`config.mk`:
```
export PLATFORM = sky130hd
export DESIGN_NAME = vga_timing_gen
export DESIGN_NICKNAME = d
export VERILOG_FILES = /design/src/rtl/vga_timing_gen.sv
export SDC_FILE = /design/constraint.sdc
export NUM_CORES = 1
export LEC_CHECK = 0
export ABC_AREA = 1
export CAP_MARGIN = 30
export CELL_PAD_IN_SITES_DETAIL_PLACEMENT = 1
export CELL_PAD_IN_SITES_GLOBAL_PLACEMENT = 1
export CORE_AREA = 2 2 82 84
export CTS_CLUSTER_SIZE = 25
export DETAILED_ROUTE_END_ITERATION = 10
export DIE_AREA = 0 0 84 86
export GPL_TIMING_DRIVEN = 0
export PLACE_DENSITY_LB_ADDON = 0.1
export SETUP_SLACK_MARGIN = 0.5
export SLEW_MARGIN = 20
export SYNTH_ARGS = -nofsm -noshare
export SYNTH_HDL_FRONTEND = slang
export SYNTH_SLANG_ARGS = --single-unit
```
`constraint.sdc`:
```
create_clock -name clk -period 1.6 [get_ports clk]
set_clock_uncertainty 0.15 [all_clocks]
set_input_delay 0.24 -clock clk [delete_from_list [all_inputs] [get_ports clk]]
set_output_delay 0.24 -clock clk [all_outputs]
set_load 0.01 [all_outputs]
```
`src/rtl/vga_timing_gen.sv`:
```
// VGA raster timing: free-running pixel/line counters with registered sync,
// blanking and wrap markers. Every output comes straight from a flop.
module vga_timing_gen #(
   parameter int unsigned H_ACTIVE = 800,
   parameter int unsigned H_FP     = 56,
   parameter int unsigned H_SYNC   = 120,
   parameter int unsigned H_BP     = 64,
   parameter int unsigned V_ACTIVE = 600,
   parameter int unsigned V_FP     = 37,
   parameter int unsigned V_SYNC   = 6,
   parameter int unsigned V_BP     = 23,
   parameter logic        SYNC_POL = 1'b1
) (
   input  logic        clk,
   input  logic        rst,
   input  logic        en,
   output logic [10:0] count_rgb,
   output logic [9:0]  reset_count_rgb,
   output logic        hsync,
   output logic        vsync,
   output logic        video_on,
   output logic        eol,
   output logic        sof,
   output logic [7:0]  frame_cnt
);

   localparam int unsigned H_TOTAL = H_ACTIVE + H_FP + H_SYNC + H_BP;
   localparam int unsigned V_TOTAL = V_ACTIVE + V_FP + V_SYNC + V_BP;

   localparam logic [10:0] H_LAST       = 11'(H_TOTAL - 1);
   localparam logic [10:0] H_VIS        = 11'(H_ACTIVE);
   localparam logic [10:0] H_SYNC_FIRST = 11'(H_ACTIVE + H_FP);
   localparam logic [10:0] H_SYNC_LAST  = 11'(H_ACTIVE + H_FP + H_SYNC - 1);

   localparam logic [9:0]  V_LAST       = 10'(V_TOTAL - 1);
   localparam logic [9:0]  V_VIS        = 10'(V_ACTIVE);
   localparam logic [9:0]  V_SYNC_FIRST = 10'(V_ACTIVE + V_FP);
   localparam logic [9:0]  V_SYNC_LAST  = 10'(V_ACTIVE + V_FP + V_SYNC - 1);

   logic [10:0] h_q, h_d;
   logic [9:0]  v_q, v_d;
   logic        hsync_q, hsync_d;
   logic        vsync_q, vsync_d;
   logic        video_on_q, video_on_d;
   logic        eol_q, eol_d;
   logic        sof_q, sof_d;
   logic [7:0]  frame_q, frame_d;

   logic h_last, v_last, h_in_sync, v_in_sync, in_active;

   // Decodes look at the counters before they advance, which yields the
   // one-cycle lag of the sync/blank flags relative to the counters.
   always_comb begin
      h_last    = (h_q == H_LAST);
      v_last    = (v_q == V_LAST);
      h_in_sync = (h_q >= H_SYNC_FIRST) && (h_q <= H_SYNC_LAST);
      v_in_sync = (v_q >= V_SYNC_FIRST) && (v_q <= V_SYNC_LAST);
      in_active = (h_q < H_VIS) && (v_q < V_VIS);
   end

   always_comb begin
      h_d        = h_q;
      v_d        = v_q;
      hsync_d    = hsync_q;
      vsync_d    = vsync_q;
      video_on_d = video_on_q;
      frame_d    = frame_q;
      eol_d      = 1'b0;
      sof_d      = 1'b0;
      if (en) begin
         h_d        = h_last ? 11'd0 : h_q + 11'd1;
         hsync_d    = h_in_sync ? SYNC_POL : ~SYNC_POL;
         vsync_d    = v_in_sync ? SYNC_POL : ~SYNC_POL;
         video_on_d = in_active;
         eol_d      = h_last;
         if (h_last) begin
            v_d = v_last ? 10'd0 : v_q + 10'd1;
         end
         if (h_last && v_last) begin
            sof_d   = 1'b1;
            frame_d = frame_q + 8'd1;
         end
      end
   end

   always_ff @(posedge clk or posedge rst) begin
      if (rst) begin
         h_q        <= '0;
         v_q        <= '0;
         hsync_q    <= ~SYNC_POL;
         vsync_q    <= ~SYNC_POL;
         video_on_q <= 1'b0;
         eol_q      <= 1'b0;
         sof_q      <= 1'b0;
         frame_q    <= '0;
      end else begin
         h_q        <= h_d;
         v_q        <= v_d;
         hsync_q    <= hsync_d;
         vsync_q    <= vsync_d;
         video_on_q <= video_on_d;
         eol_q      <= eol_d;
         sof_q      <= sof_d;
         frame_q    <= frame_d;
      end
   end

   assign count_rgb       = h_q;
   assign reset_count_rgb = v_q;
   assign hsync           = hsync_q;
   assign vsync           = vsync_q;
   assign video_on        = video_on_q;
   assign eol             = eol_q;
   assign sof             = sof_q;
   assign frame_cnt       = frame_q;

endmodule
```
Word-level counts from Yosys, hierarchy flattened. Cells that the tools add are included.

Reductions and logical operators: 6. Multiplexer cells: 7. Magnitude comparators: 6. Equality and inequality tests: 2. Add/sub/neg operators: 3.

Operator list (number): $add A11 B1 Y11 const B (1); $eq A11 B11 Y1 const B (1); $ge A11 B10 Y1 const B (1); $le A11 B10 Y1 const B (1); $lt A11 B10 Y1 const B (1); $mux W11 (1); $add A10 B1 Y10 const B (1); $eq A10 B10 Y1 const B (1); $ge A10 B10 Y1 const B (1); $le A10 B10 Y1 const B (1); $lt A10 B10 Y1 const B (1); $mux W10 (1); $add A8 B1 Y8 const B (1); $mux W1 (5); $logic_and A1 B1 Y1 (4); $reduce_and A2 Y1 (2).

Bits in registers: 34. Input bits: 3. Output and inout port bits: 34. Word-level logic and storage cells: 32.

Logic depth before layout (Yosys ltp).
Depth after elaboration: 4. Gate-level depth with buffers: 10. Mapped depth without buffers: 9.

Worst setup path before layout. Ideal clock, no wire load.

Path type: flip-flop to flip-flop. From: reg v_q[1] (netlist: reset_count_rgb[1]). To: reg frame_q[4] (netlist: frame_cnt[4]). Buffers on the path: 0. Arrival: 1.483 ns. Data required time: 1.333 ns. Cell stages (with the launch flop): 10. Library setup time: 0.117 ns. Clock period less this slack: 1.751 ns. Slack: -0.151 ns. Path through: dfrtp_1 inv_1 ha_1 nand2_1 nor2_1 nand4_4 nor2_8 nand2_4 nand2_1 nand2_1.

Longest elaborated chain between the ends: 3.

Ends and longest elaborated chain: from (decl) (RTL line 41) `logic [9:0] v_q, v_d;`; from (signal assigned) (RTL line 98) `v_q <= v_d;`; $eq A10 B10 Y1 (RTL line 55) `v_last = (v_q == V_LAST);`; $logic_and A1 B1 Y1 (RTL line 79) `if (h_last && v_last) begin`; $reduce_and A2 Y1 (no source line); to (signal assigned) (RTL line 104) `frame_q <= frame_d;`; to (decl) (RTL line 47) `logic [7:0] frame_q, frame_d;`.

Every way passes these cells. A chain may end at the register's enable or synchronous reset.

Worst setup path in the final report.
From: reg v_q[1] (netlist: reset_count_rgb[1]). To: reg frame_q[3] (netlist: frame_cnt[3]).

Same word-level chain as after synthesis.

==> results.md <==
Power and ir drop:
- VDD sags by at most 0.000648 V.
- In this run the power density over the cells is 837 mW/mm2.
- For this design the static power due to leakage is 2.00 nW.

Detailed routing:
- The first-iteration detailed-routing DRC count is 47.
- The total DRC errors in the routed layout is 0.
- The vias per cell is 4.98.
- Across all layers, the routed design uses 2404 vias.
- The final layout contains routed wiring with a total length of 8490 um.
- The detail route stage leaves a number of antenna-violating nets equal to 0.
- The detailed-route wire length per cell is 17.6 um.
- The pre-antenna-repair detailed-routing pass consisted of 4 iterations.

STA:
- The final setup violation count is 19.
- Static timing analysis puts the maximum clock frequency at 0.587 GHz.
- The number of max-slew violations in the final report came to 0.
- The smallest clock period supported by the final layout is computed as roughly 1.7 ns.
- In this run the tightest slew margin relative to its limit is around 66%.
- Setup repair after global routing could not meet its margin everywhere.
- The least setup slack across all paths after layout is -0.104 ns.
- The worst hold-check slack is 0.282 ns.
- The number of failing hold endpoints at the final stage is 0.
- The share of the cycle needed by the critical path after routing is 106%.
- For the pin with the worst max-slew slack, the measured transition is just over 0.5 ns.

Global route:
- Entering global routing, the biggest net connects 18 pins.
- The number of antenna violations at the first check in global routing is 0.
- After global routing the overflow that remains totals 0.
- The first global-routing pass estimated 12700 um of wire.
- For this run, the total global-route usage over all layers was measured as 22.5%.
- The number of global-route vias before repair is 2526.

Logic synthesis:
- The count of state elements after synthesis is 34.
- Sequential elements use 39.7% of the synthesized area.
- The number of instances in the synthesized netlist is 280.
- The number of nets handed over by synthesis was just under 300.
- In the synthesized netlist the async set-or-reset flop fraction comes to 100%.
- The most frequently used flop master after synthesis is dfrtp_1.
- The number of synthesis warnings is 0.
- The number of distinct library cells after synthesis is 33.
- After synthesis, the cell types taking the most area are dfrtp_1, nand2_1, nand3_1, inv_1, ha_1.
- The post-synth design cell area is 0.00214 mm2.
- The area share of the leading cell type in the synthesized netlist is 39.7%.
- After synthesis, the mean cell area works out to 7.65 um2.
- The biggest area consumer among synthesized cells is dfrtp_1.
- The count of flip-flops with a built-in enable after synthesis is 0.

Finish:
- The final layout net count is 415.
- Excluding fillers, the count of instances in the completed layout stands at 483.
- The layout filler cell count is 712.
- The area growth from synthesis to layout is 82.8%.
- Cells fill 62.4% of the core in the end.
- The antenna diode count is 0.
- In the final layout, the share of cells above drive strength 1 is between 50% and 60%.
- The total non-filler cell area in the finished layout is between 0.003 and 0.004 mm2.

Outcome:
- The checks that failed: setup timing.
- The flow ran to the end, but the final reports show violations.

Worst setup path:
- Data arrives at the worst endpoint at around 1.7 ns.
- The critical path in this run is classified as reg -> reg.
- The buffering stage count on the worst path with inverters included is 1.
- The cell class contributing the biggest share of worst-path delay is simple AND/OR/NAND/NOR gates.
- The data required time at the worst endpoint is approximately 1.6 ns.
- Along the worst path, the maximum fanout reaches 8.
- The kind of capture point of the worst setup path is a flip-flop.
- Among all stages on the critical path, the largest delay is contributed by dfrtp_2.
- Counting stages on the worst path, the most repeated cell is nand2_2.
- The biggest cell delay along the critical path is 0.44 ns.
- The startpoint type of the worst setup path is a flip-flop.
- Walking the worst path, the cells encountered are inv_4 > ha_4 > nand2_4 > nor2_4 > nand4_4 > nor2_8 > nand2_8 > nand2_2 > nand2_2.

CTS:
- For the worst-skew pair, the clock arrives at the later sink with an insertion delay of 0.29 ns.
- In this run the clock root is driven by a clkbuf_8.
- The total clock buffers created by CTS is 5.
- The maximum buffer depth of the clock tree is 2.
- The number of clock sinks seen by CTS is 34.
- The clock-pin slew on the worst setup and hold paths is 0.08 ns.
- TritonCTS built the clock tree.
- The maximum level of the CTS H-tree is 2.

Hold path:
- The type of the worst min-delay path is in -> async.

Run:
- The number of maximum-capacitance constraint violations is 0.

Floorplan:
- For this design the top-level I/O count stands at 37.
- The area of the die is ~0.0072 mm2.
- The standard cell core area is between 0.006 and 0.007 mm2.
- The initial core utilization is roughly a third.
- After floorplanning, the core was divided into 29 placement rows.
- The die extent in x is 84 um.
- From bottom edge to top edge, the die measures 86 um.

Placement:
- The count of input and output buffers is 36.
- The congestion estimate from routability-driven global placement came to between 0.7 and 0.8.
- OpenSTA, run right after detailed placement, puts the worst setup slack at -0.297 ns.
- Counting tap cells, the placed design contains a total of 393 instances.
- The detailed placer's ending HPWL is about 4000 um.
- The cell area reported after detailed placement is 0.00272 mm2.
-- cell type report --
type | count | area, um2 | share of cell area (%)
Buffer | 6 | 65.1 | 1.66
Clock buffer | 7 | 76.3 | 1.95
Clock inverter | 1 | 30.0 | 0.767
Inverter | 40 | 171 | 4.38
Multi-Input combinational cell | 200 | 1460 | 37.3
Sequential cell | 34 | 873 | 22.3
Tap cell | 77 | 96.3 | 2.46
Timing Repair Buffer | 117 | 1130 | 28.9
Timing Repair inverter | 1 | 7.51 | 0.192
-- stage by stage --
step | setup TNS [ns] | power [W]
4_1_cts | -0.187 | 0.00302
6_report | -1.18 | 0.00328
5_1_grt | -2.90 | 0.00343
2_1_floorplan | -0.920 | 0.00148
3_3_place_gp | -4.91 | 0.00173
3_5_place_dp | -5.48 | 0.00174
-- power by group --
part	leakage (nW)	switching, W	internal [W]
clock network	0.0524	0.000339	0.000467
registers	0.415	0.0000827	0.000944
logic	1.54	0.000686	0.000761
-- registers in the layout (all words and copies together), names as in the netlist --
name / count
count_rgb: 11
reset_count_rgb: 10
frame_cnt: 8
eol: 1
hsync: 1
sof: 1
video_on: 1
vsync: 1
-- metal layers --
| metal | GRT usage [%] | wire, um |
|---|---|---|
| met1 | 25.6 | 3220 |
| met2 | 43.6 | 4880 |
| met5 | 0 | 0 |
| met3 | 3.37 | 201 |
| met4 | 6.30 | 191 |
-- cell usage after synthesis (2+ instances only) --
cell type and instances:
nand3b_1 2, nor2_1 22, xor2_1 9, o21ai_2 3, inv_1 38, o21ai_0 15
nand4_1 11, nand2_2 3, buf_6 2, nand2_4 2, nand2_1 77, dfrtp_1 34
ha_1 7, nor2_8 2, xnor2_1 2, nor3_1 4, nand3_1 29, o21ai_1 2
buf_2 2
-- logic make-up (layout without fill, tap and decap cells) --
family,Yosys count,in the layout,synth area share (%)
xor gates and xnor gates,11,11,4.50
and+or+nand+nor,160,160,36.7
buffers and inverters,46,172,9.17
DFF,34,34,39.7
adders and majority gates,7,7,4.09
AOI/OAI and AO/OA,22,22,5.78
-- layout by cell type, fill, tap and decap left out, drive strengths merged --
cell type and n:
clkdlybuf4s50 1, nand2 82, nor3b 1, dfrtp 34, inv 39, dlygate4sd2 1
a21oi 1, nor4 1, nand4 12, ha 7, a211oi 1, clkbuf 8
nand3 30, buf 120, clkinvlp 2, nor3 5, or2 1, nor2 26
bufinv 1, xor2 9, nand3b 2, o21ai 20, xnor2 2
-- what timing repair did --
action | 4_1_cts | 5_1_grt
pin swaps | 36 | 25
gates resized for setup | 227 | 68
setup buffers | 66 | 14
hold buffers | 0 | 0
cloned | 2 | 0
setup endpoints to repair | 77 | 68
-- path summary, 6_finish.rpt --
check                                    from            endpoint  slack [ns]  cells past startpoint
setup / recovery           reset_count_rgb[1]        frame_cnt[3]       -0.10                      9
max in group asynchronous                 rst  reset_count_rgb[2]        0.70                      2
setup reg to reg           reset_count_rgb[1]        frame_cnt[3]       -0.10                      9
hold / removal                            rst  reset_count_rgb[1]        0.28                      2
hold reg to reg                         hsync               hsync        0.33                      2
min in group clk                        hsync               hsync        0.33                      2
Power figures use the tool's default switching activity.
